$ cat src/rtl/reg_file_sb_pkg.sv
// Shared constants and helpers for the reg_file_sb register file with pending-write scoreboard.
package reg_file_sb_pkg;

  localparam int unsigned RF_DATA_W      = 32;
  localparam int unsigned RF_REG_COUNT   = 16;
  localparam int unsigned RF_ADDRESS_LEN = 4;
  localparam int unsigned RF_RD_PORTS    = 2;
  localparam int unsigned RF_CNT_W       = 2;

  // Number of writeback ports retiring a given register this cycle (0..2).
  function automatic logic [1:0] rf_dec_count(input logic a, input logic b);
    return {1'b0, a} + {1'b0, b};
  endfunction

endpackage

$ cat src/rtl/rf_pending_cnt.sv
// Saturating up/down pending-write counter for one register; err pulses on under/overflow.
module rf_pending_cnt #(
  parameter int unsigned CNT_W = 2
) (
  input  logic             clk,
  input  logic             rst,
  input  logic             inc,
  input  logic [1:0]       dec,
  input  logic             clr,
  output logic [CNT_W-1:0] cnt,
  output logic             full,
  output logic             err
);

  localparam logic [CNT_W-1:0] CNT_MAX = '1;

  logic [CNT_W-1:0] r_cnt;
  logic [CNT_W-1:0] w_nxt;
  logic [CNT_W:0]   w_sum;
  logic [CNT_W:0]   w_dec;

  assign w_sum = (CNT_W+1)'(r_cnt) + (CNT_W+1)'(inc);
  assign w_dec = (CNT_W+1)'(dec);

  // Flush discards outstanding marks but keeps the same-cycle issue.
  always_comb begin
    w_nxt = r_cnt;
    err   = 1'b0;
    if (clr) begin
      w_nxt = CNT_W'(inc);
    end else if (w_dec > w_sum) begin
      w_nxt = '0;
      err   = 1'b1;
    end else if (inc && (r_cnt == CNT_MAX) && (dec == 2'd0)) begin
      w_nxt = r_cnt;
      err   = 1'b1;
    end else begin
      w_nxt = CNT_W'(w_sum - w_dec);
    end
  end

  always_ff @(posedge clk) begin
    if (!rst) r_cnt <= '0;
    else      r_cnt <= w_nxt;
  end

  assign cnt  = r_cnt;
  assign full = (r_cnt == CNT_MAX);

endmodule

$ cat src/rtl/reg_file_sb.sv
// Multi-read-port register file with dual writeback and per-register pending-write scoreboard.
// Define REGFILE_BYPASS_EN to forward same-cycle writebacks onto read data and hazards.
module reg_file_sb
  import reg_file_sb_pkg::*;
#(
  parameter int unsigned DATA_W         = RF_DATA_W,
  parameter int unsigned REG_COUNT      = RF_REG_COUNT,
  parameter int unsigned ADDR_W         = RF_ADDRESS_LEN,
  parameter int unsigned RD_PORTS       = RF_RD_PORTS,
  parameter int unsigned CNT_W          = RF_CNT_W,
  parameter int unsigned RESET_TO_INDEX = 1
) (
  input  logic                       clk,
  input  logic                       rst,
  input  logic [RD_PORTS*ADDR_W-1:0] rd_addr,
  output logic [RD_PORTS*DATA_W-1:0] rd_data,
  output logic [RD_PORTS-1:0]        rd_hazard,
  input  logic                       issue_en,
  input  logic [ADDR_W-1:0]          issue_dest,
  output logic                       issue_full,
  input  logic                       wb_en,
  input  logic [ADDR_W-1:0]          wb_dest,
  input  logic [DATA_W-1:0]          wb_data,
  input  logic                       wb2_en,
  input  logic [ADDR_W-1:0]          wb2_dest,
  input  logic [DATA_W-1:0]          wb2_data,
  input  logic                       flush,
  output logic                       sb_error
);

  logic [DATA_W-1:0]    r_regs [REG_COUNT];
  logic [CNT_W-1:0]     w_cnt  [REG_COUNT];
  logic [1:0]           w_dec  [REG_COUNT];
  logic [REG_COUNT-1:0] w_full;
  logic [REG_COUNT-1:0] w_err;
  logic                 r_sb_error;

  // Port B written first so port A wins on a shared destination.
  always_ff @(posedge clk) begin
    if (!rst) begin
      for (int unsigned i = 0; i < REG_COUNT; i++)
        r_regs[i] <= (RESET_TO_INDEX != 0) ? DATA_W'(i) : '0;
    end else begin
      if (wb2_en) r_regs[wb2_dest] <= wb2_data;
      if (wb_en)  r_regs[wb_dest]  <= wb_data;
    end
  end

  for (genvar r = 0; r < REG_COUNT; r++) begin : g_cnt
    logic w_inc;
    assign w_inc    = issue_en && (issue_dest == ADDR_W'(r));
    assign w_dec[r] = rf_dec_count(wb_en && (wb_dest == ADDR_W'(r)),
                                   wb2_en && (wb2_dest == ADDR_W'(r)));
    rf_pending_cnt #(.CNT_W(CNT_W)) u_cnt (
      .clk  (clk),
      .rst  (rst),
      .inc  (w_inc),
      .dec  (w_dec[r]),
      .clr  (flush),
      .cnt  (w_cnt[r]),
      .full (w_full[r]),
      .err  (w_err[r])
    );
  end

  assign issue_full = w_full[issue_dest];

  for (genvar p = 0; p < RD_PORTS; p++) begin : g_rd
    logic [ADDR_W-1:0] w_ra;
    assign w_ra = rd_addr[p*ADDR_W +: ADDR_W];
`ifdef REGFILE_BYPASS_EN
    assign rd_data[p*DATA_W +: DATA_W] =
      (wb_en  && (wb_dest  == w_ra)) ? wb_data  :
      (wb2_en && (wb2_dest == w_ra)) ? wb2_data : r_regs[w_ra];
    assign rd_hazard[p] = (CNT_W+2)'(w_cnt[w_ra]) > (CNT_W+2)'(w_dec[w_ra]);
`else
    assign rd_data[p*DATA_W +: DATA_W] = r_regs[w_ra];
    assign rd_hazard[p] = (w_cnt[w_ra] != '0);
`endif
  end

  // Scoreboard errors are sticky until reset.
  always_ff @(posedge clk) begin
    if (!rst)        r_sb_error <= 1'b0;
    else if (|w_err) r_sb_error <= 1'b1;
  end

  assign sb_error = r_sb_error;

endmodule

$ cat config.mk
export PLATFORM = sky130hd
export DESIGN_NAME = reg_file_sb
export DESIGN_NICKNAME = d
export VERILOG_FILES = /design/src/rtl/reg_file_sb_pkg.sv /design/src/rtl/rf_pending_cnt.sv /design/src/rtl/reg_file_sb.sv
export SDC_FILE = /design/constraint.sdc
export NUM_CORES = 1
export LEC_CHECK = 0
export BUFFER_PORTS_ARGS = -buffer_cell sky130_fd_sc_hd__buf_4
export CAP_MARGIN = 10
export CORE_MARGIN = 1
export CORE_UTILIZATION = 55
export CTS_CLUSTER_SIZE = 24
export DETAILED_ROUTE_END_ITERATION = 6
export HOLD_SLACK_MARGIN = 0.03
export PLACE_DENSITY = 0.77
export SLEW_MARGIN = 25
export SYNTH_ARGS = -nofsm -noshare
export SYNTH_HDL_FRONTEND = slang
export SYNTH_SLANG_ARGS = --single-unit
$ cat constraint.sdc
create_clock -name clk -period 2.21 [get_ports clk]
set_input_delay 0 -clock clk [delete_from_list [all_inputs] [get_ports clk]]
set_output_delay 0 -clock clk [all_outputs]
set_load 0.01 [all_outputs]
# Word-level counts from Yosys, hierarchy flattened
# Memories as Yosys holds them, arrays and structs flattened.
# Cells that the tools add are included.
dict set report totals {
  output_inout_bits 68
  ramBits 512
  n_memories 1
  register_bits 33
  word_cells 418
}
dict set report op_classes {
  add_sub_neg 48
  n_reduce_logical 120
  mux 117
  n_bitwise 3
  order_cmp 19
  eq_ne 77
}
# name words width read_ports rd_clocked_by_memory_dff wr line_no
set memory_table {}
lappend memory_table {r_regs 16 32 2 0 16 reg_file_sb.sv:31} ;# logic [DATA_W-1:0] r_regs [REG_COUNT];
# operator n
set op_table {}
lappend op_table {{$mux W1} 106}
lappend op_table {{$eq A4 B4 Y1 const B} 24}
lappend op_table {{$logic_and A1 B1 Y1} 80}
lappend op_table {{$mux W32} 2}
lappend op_table {{$reduce_or A32 Y1} 2}
lappend op_table {{$add A2 B1 Y3} 16}
lappend op_table {{$eq A4 B3 Y1 const B} 12}
lappend op_table {{$gt A2 B3 Y1} 16}
lappend op_table {{$ne A3 B2 Y1 const B} 16}
lappend op_table {{$reduce_or A3 Y1} 16}
lappend op_table {{$add A1 B1 Y2} 16}
lappend op_table {{$eq A2 B2 Y1 const B} 16}
lappend op_table {{$logic_not A2 Y1} 16}
lappend op_table {{$sub A2 B2 Y2} 16}
lappend op_table {{$eq A4 B2 Y1 const B} 6}
lappend op_table {{$bmux W2 S4} 2}
lappend op_table {{$reduce_or A16 Y1} 1}
lappend op_table {{$eq A4 B1 Y1 const B} 3}
lappend op_table {{$logic_not A4 Y1} 3}
lappend op_table {{$ge A5 B5 Y1 const B} 2}
lappend op_table {{$not A4 Y5} 2}
lappend op_table {{$mux W2} 4}
lappend op_table {{$mux W4} 2}
lappend op_table {{$lt A4 B5 Y1 const B} 1}
lappend op_table {{3 further kinds} 4}

# Longest topological paths before layout
dict set report depth {
  word_depth 9
  ltp_mapped 13
  mapped_depth_nobuf 11
}

# Cells and area by module
# Synthesis repeated with hierarchy kept, for this count alone.
dict set report hier_totals {
  hier_cells 2455
  hier_area_um2 33530.9
}
# mod n_inst area_each_um2 cells_each seq_area_each_um2
set by_module_without_submodules {}
lappend by_module_without_submodules {reg_file_sb 1 30087.6 2055 15394.8}
lappend by_module_without_submodules {rf_pending_cnt 16 215.2 25 40.0}

# Least setup slack after synthesis
# OpenSTA, ideal clock, no wires.
dict set report synth_path {
  kind {input to register}
  startpoint {input issue_en}
  endpoint {register r_sb_error (netlist: sb_error)}
  n_path_buf 2
  cell_stages 13
  slack_ps -222
  required_ps 2080
  arrival_time_ps 2301
  cell_sequence {clkbuf_1 -> or3b_1 -> clkbuf_1 -> nor3_1 -> ha_1 -> ha_1 -> inv_1 -> ha_1 -> nor2b_1 -> o21ai_0 -> nand3_1 -> nor4_1 -> a31oi_1}
}
dict set report synth_via {
  elab_chain_cells 7
  elab_cells_between_ends 129
  cone_classes {add/sub: 16; order compare: 16; mux: 48; reduce/logical: 49}
}
# item line_no
set synth_lines {}
lappend synth_lines {{start: declaration} reg_file_sb.sv:18} ;# input logic issue_en,
lappend synth_lines {{parallel branches: the longest is 6 deep, another holds $add A2 B1 Y3} --}
lappend synth_lines {{$reduce_or A16 Y1 *} reg_file_sb.sv:85} ;# else if (|w_err) r_sb_error <= 1'b1;
lappend synth_lines {{end signal: assignment} reg_file_sb.sv:84} ;# if (!rst) r_sb_error <= 1'b0;
lappend synth_lines {{end signal: assignment} reg_file_sb.sv:85}
lappend synth_lines {{end: declaration} reg_file_sb.sv:36} ;# logic r_sb_error;
# Every way passes the cells marked *.
# A chain may end at the register's enable or synchronous reset.

==> impl_metrics.yaml <==
run_status:
  outcome: "complete, but fails checks"
  violations: "setup timing"
finish:
  seqCellArea_um2: 16100
  fin_area_um2: 40200
  multi_input_area_um2: 15800
  finalNetCount: 2759
  final.fill_count: 3991
  drive_above_1_share: 0.363
  syn_to_final_growth_pct: 20.5
logic_synthesis:
  yosysMostFrequentCell: "edfxtp_1"
  synth_commonest_cells: "512 x edfxtp_1, 476 x a22o_1, 331 x mux4_2, 158 x clkbuf_1, 112 x ha_1"
  synth_nets: 2514
  ys.flop_type: "edfxtp_1"
  synth_top_area_share: 0.461
  synth.largest_area_cell: "edfxtp_1"
  synth_area_um2: 33300
  ys_seq_area_frac: 0.481
  synth_cells: 2312
  syn_area_per_cell_um2: 14.4
  synth_edf_count: 512
  synth-seq-cells: 545
  ys_warn_count: 0
  synthTopCellsByArea: "edfxtp_1 46%, mux4_2 22%, a22o_1 13%"
  yosysUniqueCellTypes: 53
  synth-async-reset-ratio: 0
setup_path:
  start_kind: "register"
  endpoint_kind: "output pin"
  cp.arrival_ns: 2.33
  crit_cells: 3
  worst-setup-path-type: "reg2out"
  ff2ff_path_depth: 9
  cpMostUsedCell: "mux4_2"
  cp_slowest_stage_delay_ns: 0.58
  critPathBufInv: 1
  critPathMaxFanout: 2
  slowest_stage: "mux4_2"
  critPathTopFamily: "multiplexers"
  critical_path_required_ns: 2.21
  worstPathCellList: "mux4_2 -> mux4_2 -> buf_6"
detailed_routing:
  routed-via-count: 26200
  dr.pass1.iters: 6
  detail_route.iter0.violations: 4481
  ant_nets: 0
  drc_errors: 0
  wl_um: 119000
  wire_per_inst_um: 35.4
  vias_per_cell: 7.76
sta:
  hold_viol: 0
  min_period_over_period: 1.05
  setup_ws_ns: -0.118
  fin_crit_ns: 2.33
  max_slew_margin: 0.447
  hold_ws_ns: 0.0556
  maxClockFrequency_mhz: 430
  worstMarginPinSlew_ns: 0.829
  finalClockSkew_ns: 0.00641
  drv_slew: 0
  rsz0062_at_grt: "true"
  setup_viol: 32
grt:
  first_global_vias: 26500
  grt_overflow: 0
  antenna_found_initial: 1
  grt_pass1_wl_um: 173000
  grtUsageTotal: 0.390
  grt_max_degree: 43
cts:
  cts_tree: "built"
  cts_buffers: 56
  clk_pin_slew_ns: 0.06
  clock_path_buffers: 3
  clk_latency_ns: 0.66
  ctsHtreeMaxLevel: 2
  numClockSinks: 545
  root_buffer: "clkbuf_16"
power_and_ir_drop:
  comb_power_share: 0.172
  clock_power_share: 0.361
  p_sw_mw: 6.98
  ir_worst_vdd_mv: 0.680
  seq_power_share: 0.467
  switching_share: 0.263
  intPower_mw: 19.6
  p_per_area_nw_per_um2: 661
  p_leak_nw: 14.9
min_path:
  min_path_cells: 6
  hold_path_class: "in2reg"
die:
  die_w_um: 248
  ios: 158
  fp.dieH_um: 248
  core_um2: 59500
  dieArea_um2: 61600
  initial_core_util: 0.560
  rows: 89
placement:
  dp_slack_ns: -0.338
  gp_congestion: 0.953
  post-dp-hpwl_um: 70300
  place_area_um2: 36700
  place.port_buffers: 157
run:
  drv_cap: 0
-- tightest hold or removal path, cell delays in order --
cell and delay (ns):
buf_4 0.13, nand2_1 0.18, nor2_1 0.10, buf_4 0.12, nand2_1 0.06, a21boi_0 0.07
-- cell type report --
class / instances / area share
tap: 773 / 0.0241
clock inverter: 38 / 0.00860
inverter: 93 / 0.00869
multi-input combinational: 1334 / 0.392
timing repair buffer: 527 / 0.130
antenna: 1 / 0.0000623
clock buffer: 66 / 0.0364
sequential: 545 / 0.400
-- cell families (layout without fill, tap and decap cells) --
group           count (synthesis)  count (layout)  share of synthesized area
flops                         545             545                      0.481
mux                           332             332                      0.224
other cells                     0               1                          0
fa+ha+maj                     112             112                     0.0421
simple gates                  266             266                     0.0416
compound gates                608             608                      0.151
buf+inv                       433             724                     0.0562
xor+xnor                       16              16                    0.00421
-- power by group through the flow --
stage / Combinational, mW / Sequential, mW / Clock (mW)
finish: 4.58 / 12.4 / 9.58
global route: 4.71 / 12.4 / 9.90
CTS: 4.43 / 12.4 / 9.53
detailed placement: 4.15 / 12.6 / 0
global placement: 4.09 / 12.5 / 0
floorplan: 2.53 / 12.4 / 0
-- metrics by stage --
step	setup TNS, ns	utilization	power, mW	std cells
CTS	-1.10	0.672	26.3	3373
global route	-1.78	0.675	27.0	3376
detailed placement	-2.71	0.617	16.7	3144
finish	-1.41	0.675	26.6	3377
global placement	-1.84	0.617	16.5	3144
floorplan	-0.0578	-	15.0	2312
-- metal layers --
metal / GRT usage / wire, um / part of all wire
met5: 0 / 8 / 0.000067
met4: 0.235 / 8380 / 0.070
met3: 0.123 / 19200 / 0.16
met2: 0.593 / 53600 / 0.45
met1: 0.492 / 38200 / 0.32
-- repair_timing --
item | CTS | global route
setup buffers | 7 | 3
hold buffers | 118 | 0
setup endpoints to repair | 40 | 51
hold endpoints to repair | 541 | 0
gates resized for setup | 90 | 45
pin swaps | 2 | 10
-- cell usage in the layout, fill, tap and decap left out, types with 57 or more instances in the layout --
| master | synthesis | layout |
|---|---|---|
| a22o_1 | 476 | 476 |
| buf_12 | 0 | 58 |
| buf_4 | 1 | 289 |
| buf_6 | 17 | 60 |
| clkbuf_16 | 0 | 57 |
| dlygate4sd3_1 | 0 | 118 |
| edfxtp_1 | 512 | 512 |
| ha_1 | 112 | 102 |
| inv_1 | 80 | 75 |
| mux4_2 | 331 | 331 |
| nand2_1 | 59 | 59 |
-- sequential cells by signal, summed over array words and instances (netlist names) --
register / flops
r_regs: 512
g_cnt.u_cnt.cnt: 32
sb_error: 1
-- final timing paths --
path / start / to / slack [ns]
max: r_regs[1][29] / rd_data[29] / -0.12
min: issue_dest[0] / g_cnt[7].u_cnt.cnt[0] / 0.06
max reg2reg: g_cnt[15].u_cnt.cnt[0] / sb_error / 0
min reg2reg: sb_error / sb_error / 0.61
Power figures use the tool's default switching activity.
